===== src/rtl/uart_pkg.sv =====
// Shared UART definitions: FSM state encoding, parity selectors and prescale
// width, common to the transmit and receive paths.
package uart_pkg;

    localparam int unsigned PRESCALE_W = 6;

    localparam logic PAR_EVEN = 1'b0;
    localparam logic PAR_ODD  = 1'b1;

    typedef enum logic [2:0] {
        ST_IDLE,
        ST_START,
        ST_DATA,
        ST_PARITY,
        ST_STOP
    } uart_state_e;

endpackage


===== src/rtl/uart_tx_core_if.sv =====
// Parallel-side request bundle plus serial-line outputs of the UART transmitter.
interface uart_tx_core_if #(
    parameter int unsigned DATA_WIDTH = 8
);
    import uart_pkg::*;

    logic [PRESCALE_W-1:0] prescale;
    logic                  PAR_EN;
    logic                  PAR_TYP;
    logic [DATA_WIDTH-1:0] P_DATA;
    logic                  DATA_VALID;
    logic                  TX_OUT;
    logic                  busy;

    modport master (
        output prescale, PAR_EN, PAR_TYP, P_DATA, DATA_VALID,
        input  TX_OUT, busy
    );

    modport slave (
        input  prescale, PAR_EN, PAR_TYP, P_DATA, DATA_VALID,
        output TX_OUT, busy
    );

endinterface


===== src/rtl/uart_tx_parity_calc.sv =====
// Combinational parity of the latched transmit word (even or odd selectable).
module uart_tx_parity_calc
    import uart_pkg::*;
#(
    parameter int unsigned DATA_WIDTH = 8
) (
    input  logic [DATA_WIDTH-1:0] data,
    input  logic                  par_typ,
    output logic                  parity
);

    // Even parity makes the total count of ones even; odd makes it odd.
    always_comb begin
        parity = (par_typ == PAR_ODD) ? ~^data : ^data;
    end

endmodule


===== src/rtl/uart_tx_core.sv =====
// UART transmitter: accepts a word when idle, then shifts out start, data
// (LSB first), optional parity and stop bits, each held for prescale clocks.
module uart_tx_core
    import uart_pkg::*;
#(
    parameter int unsigned DATA_WIDTH = 8
) (
    input  logic           clk,
    input  logic           rst,
    uart_tx_core_if.slave  tx_if
);

    localparam int unsigned BIT_W = (DATA_WIDTH > 1) ? $clog2(DATA_WIDTH) : 1;
    localparam logic [PRESCALE_W-1:0] PRESC_ONE = PRESCALE_W'(1);
    localparam logic [BIT_W-1:0]      BIT_ONE   = BIT_W'(1);
    localparam logic [BIT_W-1:0]      BIT_LAST  = BIT_W'(DATA_WIDTH - 1);

    uart_state_e           state_q, state_d;
    logic [PRESCALE_W-1:0] edge_cnt_q, edge_cnt_d;
    logic [BIT_W-1:0]      bit_cnt_q, bit_cnt_d;
    logic [DATA_WIDTH-1:0] data_q, data_d;
    logic                  par_en_q, par_en_d;
    logic                  par_typ_q, par_typ_d;
    logic [PRESCALE_W-1:0] presc_q, presc_d;
    logic                  tx_q, tx_d;
    logic                  busy_q, busy_d;

    logic                  parity_bit;
    logic                  bit_last;
    logic [BIT_W-1:0]      bit_nxt;

    uart_tx_parity_calc #(
        .DATA_WIDTH (DATA_WIDTH)
    ) u_parity (
        .data    (data_q),
        .par_typ (par_typ_q),
        .parity  (parity_bit)
    );

    // End of the current bit period; a latched prescale of 0 behaves as 1.
    always_comb begin
        bit_last = (presc_q == '0) || (edge_cnt_q == (presc_q - PRESC_ONE));
        bit_nxt  = bit_cnt_q + BIT_ONE;
    end

    // Next-state, counter, shadow-register and line-level computation.
    // The output value is chosen for the state being entered so TX_OUT is a flop.
    always_comb begin
        state_d    = state_q;
        edge_cnt_d = edge_cnt_q;
        bit_cnt_d  = bit_cnt_q;
        data_d     = data_q;
        par_en_d   = par_en_q;
        par_typ_d  = par_typ_q;
        presc_d    = presc_q;
        tx_d       = tx_q;
        busy_d     = busy_q;

        case (state_q)
            ST_IDLE: begin
                tx_d   = 1'b1;
                busy_d = 1'b0;
                if (tx_if.DATA_VALID) begin
                    data_d     = tx_if.P_DATA;
                    par_en_d   = tx_if.PAR_EN;
                    par_typ_d  = tx_if.PAR_TYP;
                    presc_d    = tx_if.prescale;
                    edge_cnt_d = '0;
                    bit_cnt_d  = '0;
                    state_d    = ST_START;
                    tx_d       = 1'b0;
                    busy_d     = 1'b1;
                end
            end
            ST_START: begin
                if (bit_last) begin
                    edge_cnt_d = '0;
                    state_d    = ST_DATA;
                    tx_d       = data_q[0];
                end else begin
                    edge_cnt_d = edge_cnt_q + PRESC_ONE;
                end
            end
            ST_DATA: begin
                if (bit_last) begin
                    edge_cnt_d = '0;
                    if (bit_cnt_q == BIT_LAST) begin
                        if (par_en_q) begin
                            state_d = ST_PARITY;
                            tx_d    = parity_bit;
                        end else begin
                            state_d = ST_STOP;
                            tx_d    = 1'b1;
                        end
                    end else begin
                        bit_cnt_d = bit_nxt;
                        tx_d      = data_q[bit_nxt];
                    end
                end else begin
                    edge_cnt_d = edge_cnt_q + PRESC_ONE;
                end
            end
            ST_PARITY: begin
                if (bit_last) begin
                    edge_cnt_d = '0;
                    state_d    = ST_STOP;
                    tx_d       = 1'b1;
                end else begin
                    edge_cnt_d = edge_cnt_q + PRESC_ONE;
                end
            end
            ST_STOP: begin
                if (bit_last) begin
                    edge_cnt_d = '0;
                    bit_cnt_d  = '0;
                    state_d    = ST_IDLE;
                    tx_d       = 1'b1;
                    busy_d     = 1'b0;
                end else begin
                    edge_cnt_d = edge_cnt_q + PRESC_ONE;
                end
            end
            default: begin
                state_d = ST_IDLE;
                tx_d    = 1'b1;
                busy_d  = 1'b0;
            end
        endcase
    end

    // State and output registers with synchronous reset to the idle line.
    always_ff @(posedge clk) begin
        if (rst) begin
            state_q    <= ST_IDLE;
            edge_cnt_q <= '0;
            bit_cnt_q  <= '0;
            data_q     <= '0;
            par_en_q   <= 1'b0;
            par_typ_q  <= 1'b0;
            presc_q    <= '0;
            tx_q       <= 1'b1;
            busy_q     <= 1'b0;
        end else begin
            state_q    <= state_d;
            edge_cnt_q <= edge_cnt_d;
            bit_cnt_q  <= bit_cnt_d;
            data_q     <= data_d;
            par_en_q   <= par_en_d;
            par_typ_q  <= par_typ_d;
            presc_q    <= presc_d;
            tx_q       <= tx_d;
            busy_q     <= busy_d;
        end
    end

    assign tx_if.TX_OUT = tx_q;
    assign tx_if.busy   = busy_q;

endmodule


===== src/flat_wrapper.sv =====
// flat-port wrapper written by rule: the top's interface ports become plain ports
module uart_tx_core_flat import uart_pkg::*;
#(
    parameter int unsigned DATA_WIDTH = 8
)
  (clk, rst, tx_if_prescale, tx_if_PAR_EN, tx_if_PAR_TYP, tx_if_P_DATA, tx_if_DATA_VALID, tx_if_TX_OUT, tx_if_busy);
  uart_tx_core_if #(.DATA_WIDTH(DATA_WIDTH)) tx_if_i ();
  input  logic clk;
  input  logic rst;
  input wire logic [$bits(tx_if_i.prescale)-1:0] tx_if_prescale;
  input wire logic [$bits(tx_if_i.PAR_EN)-1:0] tx_if_PAR_EN;
  input wire logic [$bits(tx_if_i.PAR_TYP)-1:0] tx_if_PAR_TYP;
  input wire logic [$bits(tx_if_i.P_DATA)-1:0] tx_if_P_DATA;
  input wire logic [$bits(tx_if_i.DATA_VALID)-1:0] tx_if_DATA_VALID;
  output wire logic [$bits(tx_if_i.TX_OUT)-1:0] tx_if_TX_OUT;
  output wire logic [$bits(tx_if_i.busy)-1:0] tx_if_busy;
  assign tx_if_i.prescale = tx_if_prescale;
  assign tx_if_i.PAR_EN = tx_if_PAR_EN;
  assign tx_if_i.PAR_TYP = tx_if_PAR_TYP;
  assign tx_if_i.P_DATA = tx_if_P_DATA;
  assign tx_if_i.DATA_VALID = tx_if_DATA_VALID;
  assign tx_if_TX_OUT = tx_if_i.TX_OUT;
  assign tx_if_busy = tx_if_i.busy;
  uart_tx_core #(.DATA_WIDTH(DATA_WIDTH)) u_core (.clk(clk), .rst(rst), .tx_if(tx_if_i));
endmodule

===== config.mk =====
export PLATFORM = sky130hd
export DESIGN_NAME = uart_tx_core_flat
export DESIGN_NICKNAME = d
export VERILOG_FILES = /design/src/rtl/uart_pkg.sv /design/src/rtl/uart_tx_core_if.sv /design/src/rtl/uart_tx_parity_calc.sv /design/src/rtl/uart_tx_core.sv /design/src/flat_wrapper.sv
export SDC_FILE = /design/constraint.sdc
export NUM_CORES = 1
export LEC_CHECK = 0
export CAP_MARGIN = 15
export CORE_ASPECT_RATIO = 0.5
export CORE_MARGIN = 1
export CORE_UTILIZATION = 36
export DETAILED_ROUTE_END_ITERATION = 12
export PLACE_DENSITY = 0.68
export SLEW_MARGIN = 30
export SYNTH_ARGS = -nofsm -noshare
export SYNTH_HDL_FRONTEND = slang
export SYNTH_HIERARCHICAL = 1
export SYNTH_SLANG_ARGS = --single-unit

===== constraint.sdc =====
create_clock -name clk -period 1.9 [get_ports clk]
set_input_delay 0.19 -clock clk [delete_from_list [all_inputs] [get_ports clk]]
set_output_delay 0.19 -clock clk [all_outputs]
set_load 0.005 [all_outputs]

==> results.txt, run 1 <==
The flow ran to the end, but the final reports show violations. The final reports fail on setup timing. Fill cells in the final layout number 436. The most common cell in the synthesized netlist is sky130_fd_sc_hd__nand2_1. The routed length per instance is 13.4 um. The most used flip-flop cell after synthesis is sky130_fd_sc_hd__dfxtp_1.

The worst clock skew is 0.00296 ns. The via count of the first global-routing pass came out at 1576. The share of post-route cells with drive strength above 1 came out at 25.0%. The number of port buffers came out at 20.

The clock-pin slew on the worst setup and hold paths is 0.07 ns. STA classifies the critical path startpoint as a register. Walking the worst path, the cells encountered are inv_2, ha_1, xnor2_1, nor2_1, o211ai_1, o21ai_4, buf_6, mux2_4, nor2_1. The overall die width came out at 102 um. The synthesized design contains 30 register bits. The total vias in the final route came out at 1649. The routed length on met3 is 154 um.

The area of the core is 4570 um^2. The die area is 5260 um^2. For the finished layout, the period the worst path requires is 2.00 ns. The count of nets left with antenna violations after detail routing came out at 0. The final layout net count is 279. The final weighted congestion in routability-driven placement came out at 0.785.

The headroom to the max-slew limit is 62.8%. The wire length the detailed router placed on met1 came out at 2060 um. The required arrival time at the worst endpoint is 2.12 ns. Entering global routing, the biggest net connects 35 pins. After the first detailed-routing iteration, the DRC count stood at 82. Counting stages on the worst path, the most repeated cell is sky130_fd_sc_hd__nor2_1. Dividing the final minimum period by the clock period gives 105%. Signal routing reaches up to met4. The effective utilization at floorplan is 39.0%. Yosys mapped a number of flops with a built-in enable equal to 0.

The final-report max-slew violation count was 0. The synthesized netlist net count is 241. The category of the critical setup timing path is reg2reg. The amount of wire on met2 after detailed routing came out at 2030 um. The largest stage delay on the critical path came out at 0.33 ns.

The path class of the tightest hold or removal check is in2reg. The worst path setup slack after routing came out at -0.104 ns. The count of endpoints failing hold in the final timing report was 0. The multi-input logic area came out at 1180 um^2. The library cell occupying the most area in the post-synthesis netlist is sky130_fd_sc_hd__dfxtp_1.

The total area of sequential cells is 609 um^2. The number of buffers and inverters on the critical path is 2. The synthesized netlist cell count came out at 217. The total length of routed wires is 4320 um. The number of buffers added by the clock tree synthesis step is 5. The number of warning messages in the yosys log came out at 6. The data arrival time of the worst path is 2.23 ns. The leakage power of the design came out at 0.913 nW. The clock tree synthesis step divided the H-tree into 2 levels. The slew at the pin closest to its max-slew limit came out at 0.557 ns.

In the global route stage, overall resource usage came out at 17.9%. The count of TritonRoute iterations in the first routing pass came out at 4. The longest clock path from root to sink contains 2 buffers. The HPWL reported at the end of detailed placement is 2990 um. The global route total overflow is 0. The max-cap check violation count came out at 0. The tree is rooted in a sky130_fd_sc_hd__clkbuf_8. Clock latency on the worst-skew pair, taken at its later pin, is 0.28 ns. The number of setup violations in the final report is 6. The synthesized area per cell is 8.23 um^2. The via count normalized by instance count came out at 5.12. The number of rows in the core area came out at 17. The fraction of post-synthesis cell area in the top cell type by area came out at 33.6%. The unique cell type count in the Yosys netlist came out at 49.

Sorting the synthesized cells by area gives the leading types as sky130_fd_sc_hd__dfxtp_1 34%, sky130_fd_sc_hd__nand2_1 9.7%, sky130_fd_sc_hd__a21oi_1 5.6%, sky130_fd_sc_hd__xnor2_1 3.9%, sky130_fd_sc_hd__ha_1 3.5%. The worst setup path is captured at a register. The clock net sink count came out at 30. The sequential-to-total area share from yosys stat is 33.6%. After synthesis, the share of flip-flops with an asynchronous set or reset is 0%.

The worst slack at placement is -0.126 ns. The first-pass GRT wire length is 7020 um. The number of top-level pins came out at 21. The number of remaining DRC errors came out at 0. By count the netlist is led by 46 x sky130_fd_sc_hd__nand2_1, 30 x sky130_fd_sc_hd__dfxtp_1, 20 x sky130_fd_sc_hd__a21oi_1, 12 x sky130_fd_sc_hd__nor2_1. The summed instance area of the synthesized netlist came out at 1790 um^2.

TritonCTS built the clock tree. The layout overhead on the synthesized area is 33.6%. Setup repair after global routing could not meet its margin everywhere. Of all nets on the critical path, the largest fanout is 4.

The maximum ir drop on the vdd rail is 0.389 mV. Cells fill 52.1% of the core in the end. The number of antenna violations at the first check in global routing is 0. In this design, the largest share of critical-path delay is due to compound AO/OA/AOI/OAI gates.

The count of inserted antenna diode cells came out at 0. The highest attainable clock frequency came out at 0.499 GHz. The power density over the cells came out at 801 nW/um^2. The cell at the slowest stage of the critical path is sky130_fd_sc_hd__dfxtp_2. In this run the vertical extent of the chip is 51.8 um.
worst min-delay path, cell delays in order:
cell and delay (ns):
sky130_fd_sc_hd__clkdlybuf4s50_1 0.40, sky130_fd_sc_hd__nand2_1 0.05, sky130_fd_sc_hd__a21oi_1 0.05
routing by layer:
layer / track usage, % / up-vias
met3: 4.84 / 6
met4: 6.52 / 0
li1: - / 844
met2: 32.0 / 24
met5: 0 / -
met1: 20.9 / 775
cells in the final DEF, fill, tap and decap left out, drive strengths merged, types with 7 or more instances in the layout:
master / n
clkdlybuf4s50: 20
xnor2: 9
nand3: 8
nand2: 46
nor2: 13
buf: 23
dfxtp: 30
clkbuf: 7
a21oi: 21
timing repair:
item | CTS | global route
pin swaps | 10 | 4
buffers inserted | 3 | 0
setup endpoints to repair | 7 | 14
hold buffers | 0 | 0
gates resized for setup | 13 | 2
report_power, final:
| part | switching, mW | total, mW | leakage (nW) | internal (mW) |
|---|---|---|---|---|
| logic | 0.299 | 0.633 | 0.616 | 0.333 |
| registers | 0.0573 | 0.742 | 0.248 | 0.685 |
| clock network | 0.244 | 0.536 | 0.0482 | 0.292 |
final cells by class:
class                   count  area share, %
flip-flops and latches     30           25.6
clock inverters             1          0.210
clock buffers               7           3.62
repair buffers             43           16.6
well taps                  66           3.46
multi-input cells         169           49.6
inverters                   6          0.944
metrics by stage:
stage          area [um^2]  hold slack [ns]  TNS (ns)  instances  total power, mW
2_1_floorplan         1830            0.318   -0.0995        217             1.14
3_5_place_dp          2210            0.477    -0.467        311             1.32
3_3_place_gp          2210            0.461    -0.255        311             1.31
5_1_grt               2380            0.458     -1.38        322             2.01
6_report              2380            0.443    -0.406        322             1.91
4_1_cts               2380            0.441    -0.264        322             1.92
cell families (layout without fill, tap and decap cells):
logic type                 Yosys count  in the layout  synth area share (%)
adders and majority gates            5              5                  3.50
AOI/OAI and AO/OA                   45             45                  17.6
muxes                                9              9                  6.73
and+or+nand+nor                     96             96                  25.6
DFF                                 30             30                  33.6
xor gates and xnor gates            14             14                  8.06
buffers and inverters               18             57                  4.83
path summary, 6_finish.rpt:
path	depth (start not counted)	endpoint	slack, ns	start
min	3	u_core/presc_q[3]	0.44	tx_if_prescale[3]
min reg2reg	2	u_core/presc_q[2]	0.48	u_core/presc_q[2]
max	9	u_core/state_q[2]	-0.10	u_core/presc_q[0]
max reg2reg	9	u_core/state_q[2]	-0.10	u_core/presc_q[0]
flip-flops by register name, summed over array words and instances (netlist names):
register	count
u_core/par_typ_q	1
u_core/bit_cnt_q	3
u_core/data_q	8
u_core/tx_if.busy	1
u_core/presc_q	6
u_core/par_en_q	1
u_core/tx_if.TX_OUT	1
u_core/edge_cnt_q	6
u_core/state_q	3
Note: power is estimated with default switching activity, not from simulation.
==> run 2, diff against run 1 <==
--- a/config.mk
+++ b/config.mk
@@ -11,6 +11,8 @@
 export CORE_UTILIZATION = 36
 export DETAILED_ROUTE_END_ITERATION = 12
 export PLACE_DENSITY = 0.68
+export SKIP_CTS_REPAIR_TIMING = 1
+export SKIP_LAST_GASP = 1
 export SLEW_MARGIN = 30
 export SYNTH_ARGS = -nofsm -noshare
 export SYNTH_HDL_FRONTEND = slang
==> run 2 against run 1 <==
The flow still finishes with violations (setup timing); critical path depth shrank 1; combinational power down 3%; sequential share of layout area increased by 0.083 points; critical path type unchanged; critical endpoint is now u_core/bit_cnt_q[1]; largest power group unchanged.
==> results.txt, run 2 (synthesized netlist as in run 1, its figures left out) <==
The data arrival time of the worst path is 2.19 ns (-0.04 ns). The number of setup violations in the final report came out at 8 (+2). The total placed instance area is 2210 um^2 (unchanged). The clock net sink count came out at 30 (unchanged). STA classifies the critical path startpoint as a register.

The headroom to the max-slew limit came to 62.6% (-0.24 points). The number of port buffers is 20 (unchanged). The endpoint identified for the worst register-to-register timing path is u_core/bit_cnt_q[1]. The overall die width is 102 um (unchanged).

The reg-to-reg setup timing slack came out at -0.12 ns (-0.02 ns). The final layout net count came out at 279 (unchanged). Leaving out fill and tap cells, the most frequent cell in the layout is sky130_fd_sc_hd__nand2_1. The final design instance area without fill came out at 2370 um^2 (-0.73%). STA classifies the critical path endpoint as a register. The relative contribution of the clock network to total power came to 28.3% (+0.2 points).

The area growth from synthesis to layout is 32.6%. The fraction of power spent switching nets came to 31.5% (about the same). The total length of routed wires came out at 4160 um (-3.7%). The highest attainable clock frequency is 0.494 GHz (-1.0%).

The number of antenna violations at the first check in global routing is 0 (unchanged). The via count normalized by instance count is 5.08 (-0.73%). The length in cells of the worst reg-to-reg path is 8 (-1). The worst path setup slack after routing was -0.124 ns (-0.0202 ns). The power density over the cells is 799 nW/um^2 (-0.24%). The flip-flop count of the largest register, all copies and words added came out at 8 (unchanged).

The category of the critical setup timing path is reg2reg. The combinational share of power came out at 32.4% (-0.7 points). Setup repair after global routing could not meet its margin everywhere. The die area is 5260 um^2 (unchanged). The final weighted congestion in routability-driven placement came out at 0.785 (unchanged).

The worst setup path endpoint is u_core/bit_cnt_q[1]. The number of buffers added by the clock tree synthesis step is 5 (unchanged). The number of top-level pins was 21 (unchanged). The final reports fail on setup timing.

The slew at the pin closest to its max-slew limit is 0.561 ns (+0.00356 ns). The CTS tree is built. The maximum number of pins on one net before global-route repair came out at 35 (unchanged). The leakage power of the design came out at 0.904 nW (-0.97%). The required arrival time at the worst endpoint came out at 2.07 ns (-0.05 ns).

The switching power came out at 0.595 mW (-0.90%). The height of the die is 51.8 um (unchanged). The part of the total power dissipated in sequential elements came out at 39.2% (+0.4 points). Tracing the worst setup path back leads to its startpoint at u_core/presc_q[1]. The root buffer selected by CTS is sky130_fd_sc_hd__clkbuf_8. The via count of the first global-routing pass came out at 1554 (-1.4%).

The share of the clock period used by the worst path came out at 107% (+1.1 points). The first-pass GRT wire length is 6730 um (-4.0%). The max-cap check violation count came out at 0 (unchanged). The maximum level of the CTS H-tree was 2 (unchanged). The effective utilization at floorplan is 39.0% (unchanged). The worst-path maximum fanout is 8 (+4). The maximum ir drop on the vdd rail is 0.388 mV (-0.20%). The routed length per instance came out at 12.9 um (-3.7%).

The number of remaining DRC errors came out at 0 (unchanged). The library cells used most frequently in the layout, excluding fill and tap cells, are 46 x sky130_fd_sc_hd__nand2_1, 25 x sky130_fd_sc_hd__dfxtp_1, 21 x sky130_fd_sc_hd__buf_4. The global-route total usage across every layer came out at 17.2% (-0.72 points).

The worst register-to-register path begins at u_core/presc_q[1]. The HPWL reported at the end of detailed placement came out at 2990 um (unchanged). The worst clock skew is 0.00521 ns (+0.00224 ns). The final-layout setup total negative slack was -0.440 ns (-0.0334 ns). The total vias in the final route is 1637 (-0.73%). The final cell utilization of the core came to 51.8% (-0.38 points). The run finished, with violations left. The count of endpoints failing hold in the final timing report is 0 (unchanged). The count of TritonRoute iterations in the first routing pass was 4 (unchanged). The clock-pin slew on the worst setup and hold paths came out at 0.07 ns (about the same).

The number of rows in the core area is 17 (unchanged). The later-pin clock latency in the skew report came out at 0.28 ns (about the same). The clock tree buffer depth was 2 (unchanged). In the final layout, the registers with the most flip-flops are u_core/data_q x8, u_core/edge_cnt_q x6, u_core/presc_q x6. The launch instance of the worst min-delay path is tx_if_prescale[3]. The final total power is 1.89 mW (-0.98%).

The number of DRC markers in iteration 0 came out at 56 (-32%). The final-report max-slew violation count was 0 (unchanged). The global route total overflow came out at 0 (unchanged). The share of post-route cells with drive strength above 1 is 24.6% (-0.39 points).

The final critical delay including setup and external delays was 2.02 ns (+0.0202 ns). The internal power of the cells is 1.30 mW (-1.0%). The path type of the worst min-delay path is in2reg.

Ranked by flip-flop count, first place goes to u_core/data_q. The area of the core came out at 4570 um^2 (unchanged). The count of nets left with antenna violations after detail routing came to 0 (unchanged). The count of inserted antenna diode cells came out at 0 (unchanged). The worst slack at placement is -0.126 ns (unchanged).
## run 2: cell types whose count changed in the layout (fill, tap and decap cells not counted), sizes merged
cell / previous run / this run
buf: 23 / 22
clkdlybuf4s15: 0 / 1
## run 2: through the flow
step           hold slack (ns)  std cells
3_3_place_gp             0.461        311
6_report                 0.444        322
5_1_grt                  0.465        322
2_1_floorplan            0.318        217
4_1_cts                  0.441        319
3_5_place_dp             0.477        311
## run 2: critical path, stage by stage, from the launching register on
cell	delay, ns
sky130_fd_sc_hd__dfxtp_2	0.34
sky130_fd_sc_hd__inv_2	0.05
sky130_fd_sc_hd__ha_4	0.17
sky130_fd_sc_hd__o21ba_1	0.16
sky130_fd_sc_hd__a221o_1	0.36
sky130_fd_sc_hd__and2_4	0.16
sky130_fd_sc_hd__o21ai_4	0.25
sky130_fd_sc_hd__a311oi_1	0.14
sky130_fd_sc_hd__mux2_2	0.28
## run 2: power by group through the flow
| stage | logic, mW | clock network [mW] | registers [mW] |
|---|---|---|---|
| after floorplan | 0.399 | 0 | 0.740 |
| after global placement | 0.558 | 0 | 0.754 |
| after detailed placement | 0.567 | 0 | 0.755 |
| after CTS | 0.572 | 0.552 | 0.741 |
| after global routing | 0.672 | 0.574 | 0.748 |
| final | 0.614 | 0.536 | 0.742 |
## run 2: final cells by class
cell class                      count  area [um^2]
Fill cell                         425         2210
Clock inverter                      1         5.00
Multi-Input combinational cell    169         1170
Inverter                            6         22.5
Sequential cell                    30          607
Clock buffer                        7         86.3
Timing Repair Buffer               43          389
Tap cell                           66         82.6
## run 2: worst min-delay path by stage
stage                         to  slack [ns]  depth (start not counted)
2_1_floorplan  u_core/presc_q[4]        0.32                          2
3_3_place_gp    u_core/par_typ_q        0.46                          2
3_5_place_dp    u_core/data_q[5]        0.48                          2
4_1_cts        u_core/presc_q[3]        0.44                          3
5_1_grt        u_core/presc_q[2]        0.47                          3
6_report       u_core/presc_q[3]        0.44                          3
## run 2: per-layer routing
metal	part of all wire [%]	up-vias	GRT usage (%)
li1	-	838	-
met1	48	760	20.3
met2	46	29	30.2
met3	4.0	10	4.70
met4	2.2	0	6.76
met5	0	-	0
==> run 3, diff against run 2 <==
--- a/config.mk
+++ b/config.mk
@@ -8,9 +8,9 @@
 export CAP_MARGIN = 15
 export CORE_ASPECT_RATIO = 0.5
 export CORE_MARGIN = 1
-export CORE_UTILIZATION = 36
+export CORE_UTILIZATION = 45
 export DETAILED_ROUTE_END_ITERATION = 12
-export PLACE_DENSITY = 0.68
+export PLACE_DENSITY = 0.69
 export SKIP_CTS_REPAIR_TIMING = 1
 export SKIP_LAST_GASP = 1
 export SLEW_MARGIN = 30
==> run 3 against run 2 <==
Via count increased by 3.7%; count of clock-buffer cells in the layout unchanged; hold slack improved by 0.0037 ns; sequential share of layout area up 0.30 points; cell count fell by 4.3%; routed wire length grew 6.1%; the flow still finishes with violations (setup timing); setup slack worse by 0.028 ns.
==> results.txt, run 3 (synthesized netlist as in run 1, its figures left out) <==
The count of inserted antenna diode cells is 0 (unchanged). The maximum ir drop on the vdd rail came out at 0.552 mV (+42%). The cell repeated most along the worst path is sky130_fd_sc_hd__ha_4. The count of endpoints failing hold in the final timing report came out at 0 (unchanged).

The total length of routed wires is 4420 um (+6.1%). The top cell types in the final layout, fill and taps aside, are 46 x sky130_fd_sc_hd__nand2_1, 25 x sky130_fd_sc_hd__dfxtp_1, 22 x sky130_fd_sc_hd__buf_4. The data arrival time of the worst path was 2.22 ns (+0.03 ns). The worst path setup slack after routing is -0.152 ns (-0.0281 ns). The global route total overflow was 0 (unchanged). The share of the clock period used by the worst path is 108% (+1.5 points). The multi-input logic area is 1160 um^2 (-1.4%). The total area of sequential cells is 607 um^2 (unchanged). The largest stage delay on the critical path is 0.50 ns (+0.14 ns). The worst-path maximum fanout was 2 (-6). Among cell families on the critical path, the largest total delay comes from simple AND/OR/NAND/NOR gates. The total of fill cells in the finished design is 315 (-26%). The number of rows in the core area is 15 (-2). The via count normalized by instance count is 5.51 (+8.4%). The register with the most flip-flops is u_core/data_q. The flip-flop count of the largest register, all copies and words added was 8 (unchanged). The required arrival time at the worst endpoint is 2.07 ns (about the same). The endpoint class of the critical path is a register. The worst clock skew came out at 0.00418 ns (-0.00103 ns). The area of the core is 3600 um^2 (-21%).

The highest attainable clock frequency came out at 0.487 GHz (-1.4%). The final total power came out at 1.91 mW (+1.1%). The slew at the pin closest to its max-slew limit came out at 0.559 ns (-0.00158 ns).

The clock net sink count is 30 (unchanged). The overall die width is 91.1 um (-10%). The height of the die is 46.5 um (-10%).

The die area is 4240 um^2 (-19%). The final-layout setup total negative slack came out at -0.627 ns (-0.187 ns). Setup repair after global routing could not meet its margin everywhere. The total vias in the final route is 1697 (+3.7%). The leakage power of the design came out at 0.905 nW (+0.13%).

The maximum number of pins on one net before global-route repair came out at 19 (-46%). The number of antenna violations at the first check in global routing came to 0 (unchanged). The library cell used most frequently in the layout, excluding fill and tap cells, is sky130_fd_sc_hd__nand2_1. The count of TritonRoute iterations in the first routing pass is 4 (unchanged). The via count of the first global-routing pass is 1486 (-4.4%).

The count of nets left with antenna violations after detail routing is 0 (unchanged). The routed length per instance was 14.3 um (+11%). The number of top-level pins came out at 21 (unchanged). The max-cap check violation count came out at 0 (unchanged). The final reports fail on setup timing. In the final layout, the registers with the most flip-flops are u_core/data_q x8, u_core/edge_cnt_q x6, u_core/presc_q x6. STA classifies the critical path startpoint as a register. The min-delay analysis places its worst path in the category in2reg. The final-report max-slew violation count came out at 0 (unchanged).

The later-pin clock latency in the skew report was 0.28 ns (about the same). The number of remaining DRC errors is 0 (unchanged). The slowest stage of the critical path is the sky130_fd_sc_hd__or4_4 cell. The number of setup violations in the final report is 6 (-2). The HPWL reported at the end of detailed placement is 3150 um (+5.3%). The global-route total usage across every layer is 21.8% (+4.6 points).

The first-pass GRT wire length is 7000 um (+4.0%). The clock-pin slew on the worst setup and hold paths was 0.06 ns (about the same). The number of DRC markers in iteration 0 is 85 (+52%). The number of buffers added by the clock tree synthesis step came out at 5 (unchanged). The headroom to the max-slew limit came out at 62.7% (+0.11 points).

The tree is rooted in a sky130_fd_sc_hd__clkbuf_8. The effective utilization at floorplan is 49.5% (+11 points). The flow ran to the end, but the final reports show violations. The power density over the cells is 818 nW/um^2 (+2.3%). The final design instance area without fill is 2340 um^2 (-1.2%). The number of buffer and inverter instances along the worst setup path came out at 0 (-1).

The share of post-route cells with drive strength above 1 was 23.7% (-0.87 points). The maximum level of the CTS H-tree is 2 (unchanged). The category of the critical setup timing path is reg2reg. The number of port buffers is 20 (unchanged). The total placed instance area is 2200 um^2 (-0.73%). The clock tree buffer depth is 2 (unchanged). The final weighted congestion in routability-driven placement was 0.795 (+1.3%).

The final critical delay including setup and external delays came to 2.05 ns (+0.0281 ns). The critical path goes through ha_4, ha_4, or4_4, a21oi_2, a31oi_2, nor2_4, mux2_2. The layout overhead on the synthesized area is 31.0%. The final layout net count came out at 280 (+0.36%). TritonCTS built the clock tree.
-- run 3: worst paths after layout --
path                                          start             endpoint  slack (ns)  cells past startpoint
worst max-delay path            u_core/bit_cnt_q[1]  u_core/bit_cnt_q[2]       -0.15                      7
worst min-delay path              tx_if_prescale[0]    u_core/presc_q[0]        0.45                      3
worst max register to register  u_core/bit_cnt_q[1]  u_core/bit_cnt_q[2]       -0.15                      7
worst min register to register     u_core/par_typ_q     u_core/par_typ_q        0.48                      2
-- run 3: through the flow --
step	utilization, %	hold WS, ns	setup WS, ns	cells
floorplan	-	0.318	-0.0495	217
global placement	61.0	0.460	-0.0617	298
detailed placement	61.0	0.471	-0.103	298
CTS	63.5	0.446	-0.139	306
global route	64.9	0.453	-0.208	308
finish	64.9	0.447	-0.152	308
-- run 3: power breakdown --
part	internal (mW)	total (mW)	switching, mW
clock	0.292	0.534	0.242
combinational	0.339	0.636	0.296
sequential	0.684	0.744	0.0595
-- run 3: layout make-up --
class / instances / share of cell area, %
clock buffer: 7 / 3.69
timing repair buffer: 44 / 17.0
sequential: 30 / 25.9
multi-input combinational: 169 / 49.5
tap: 51 / 2.73
inverter: 6 / 0.963
clock inverter: 1 / 0.214
-- run 3: metal layers --
layer	GRT usage, %	vias to the layer above	routed length (um)
met1	29.5	806	2110
li1	-	838	-
met2	35.0	47	2060
met3	5.12	6	200
met5	0	-	0
met4	7.30	0	55
-- run 3: tightest hold or removal path, delay by kind of cell --
family          cells  cell delay [ns]
compound gates      1             0.05
buf+inv             1             0.40
simple gates        1             0.05
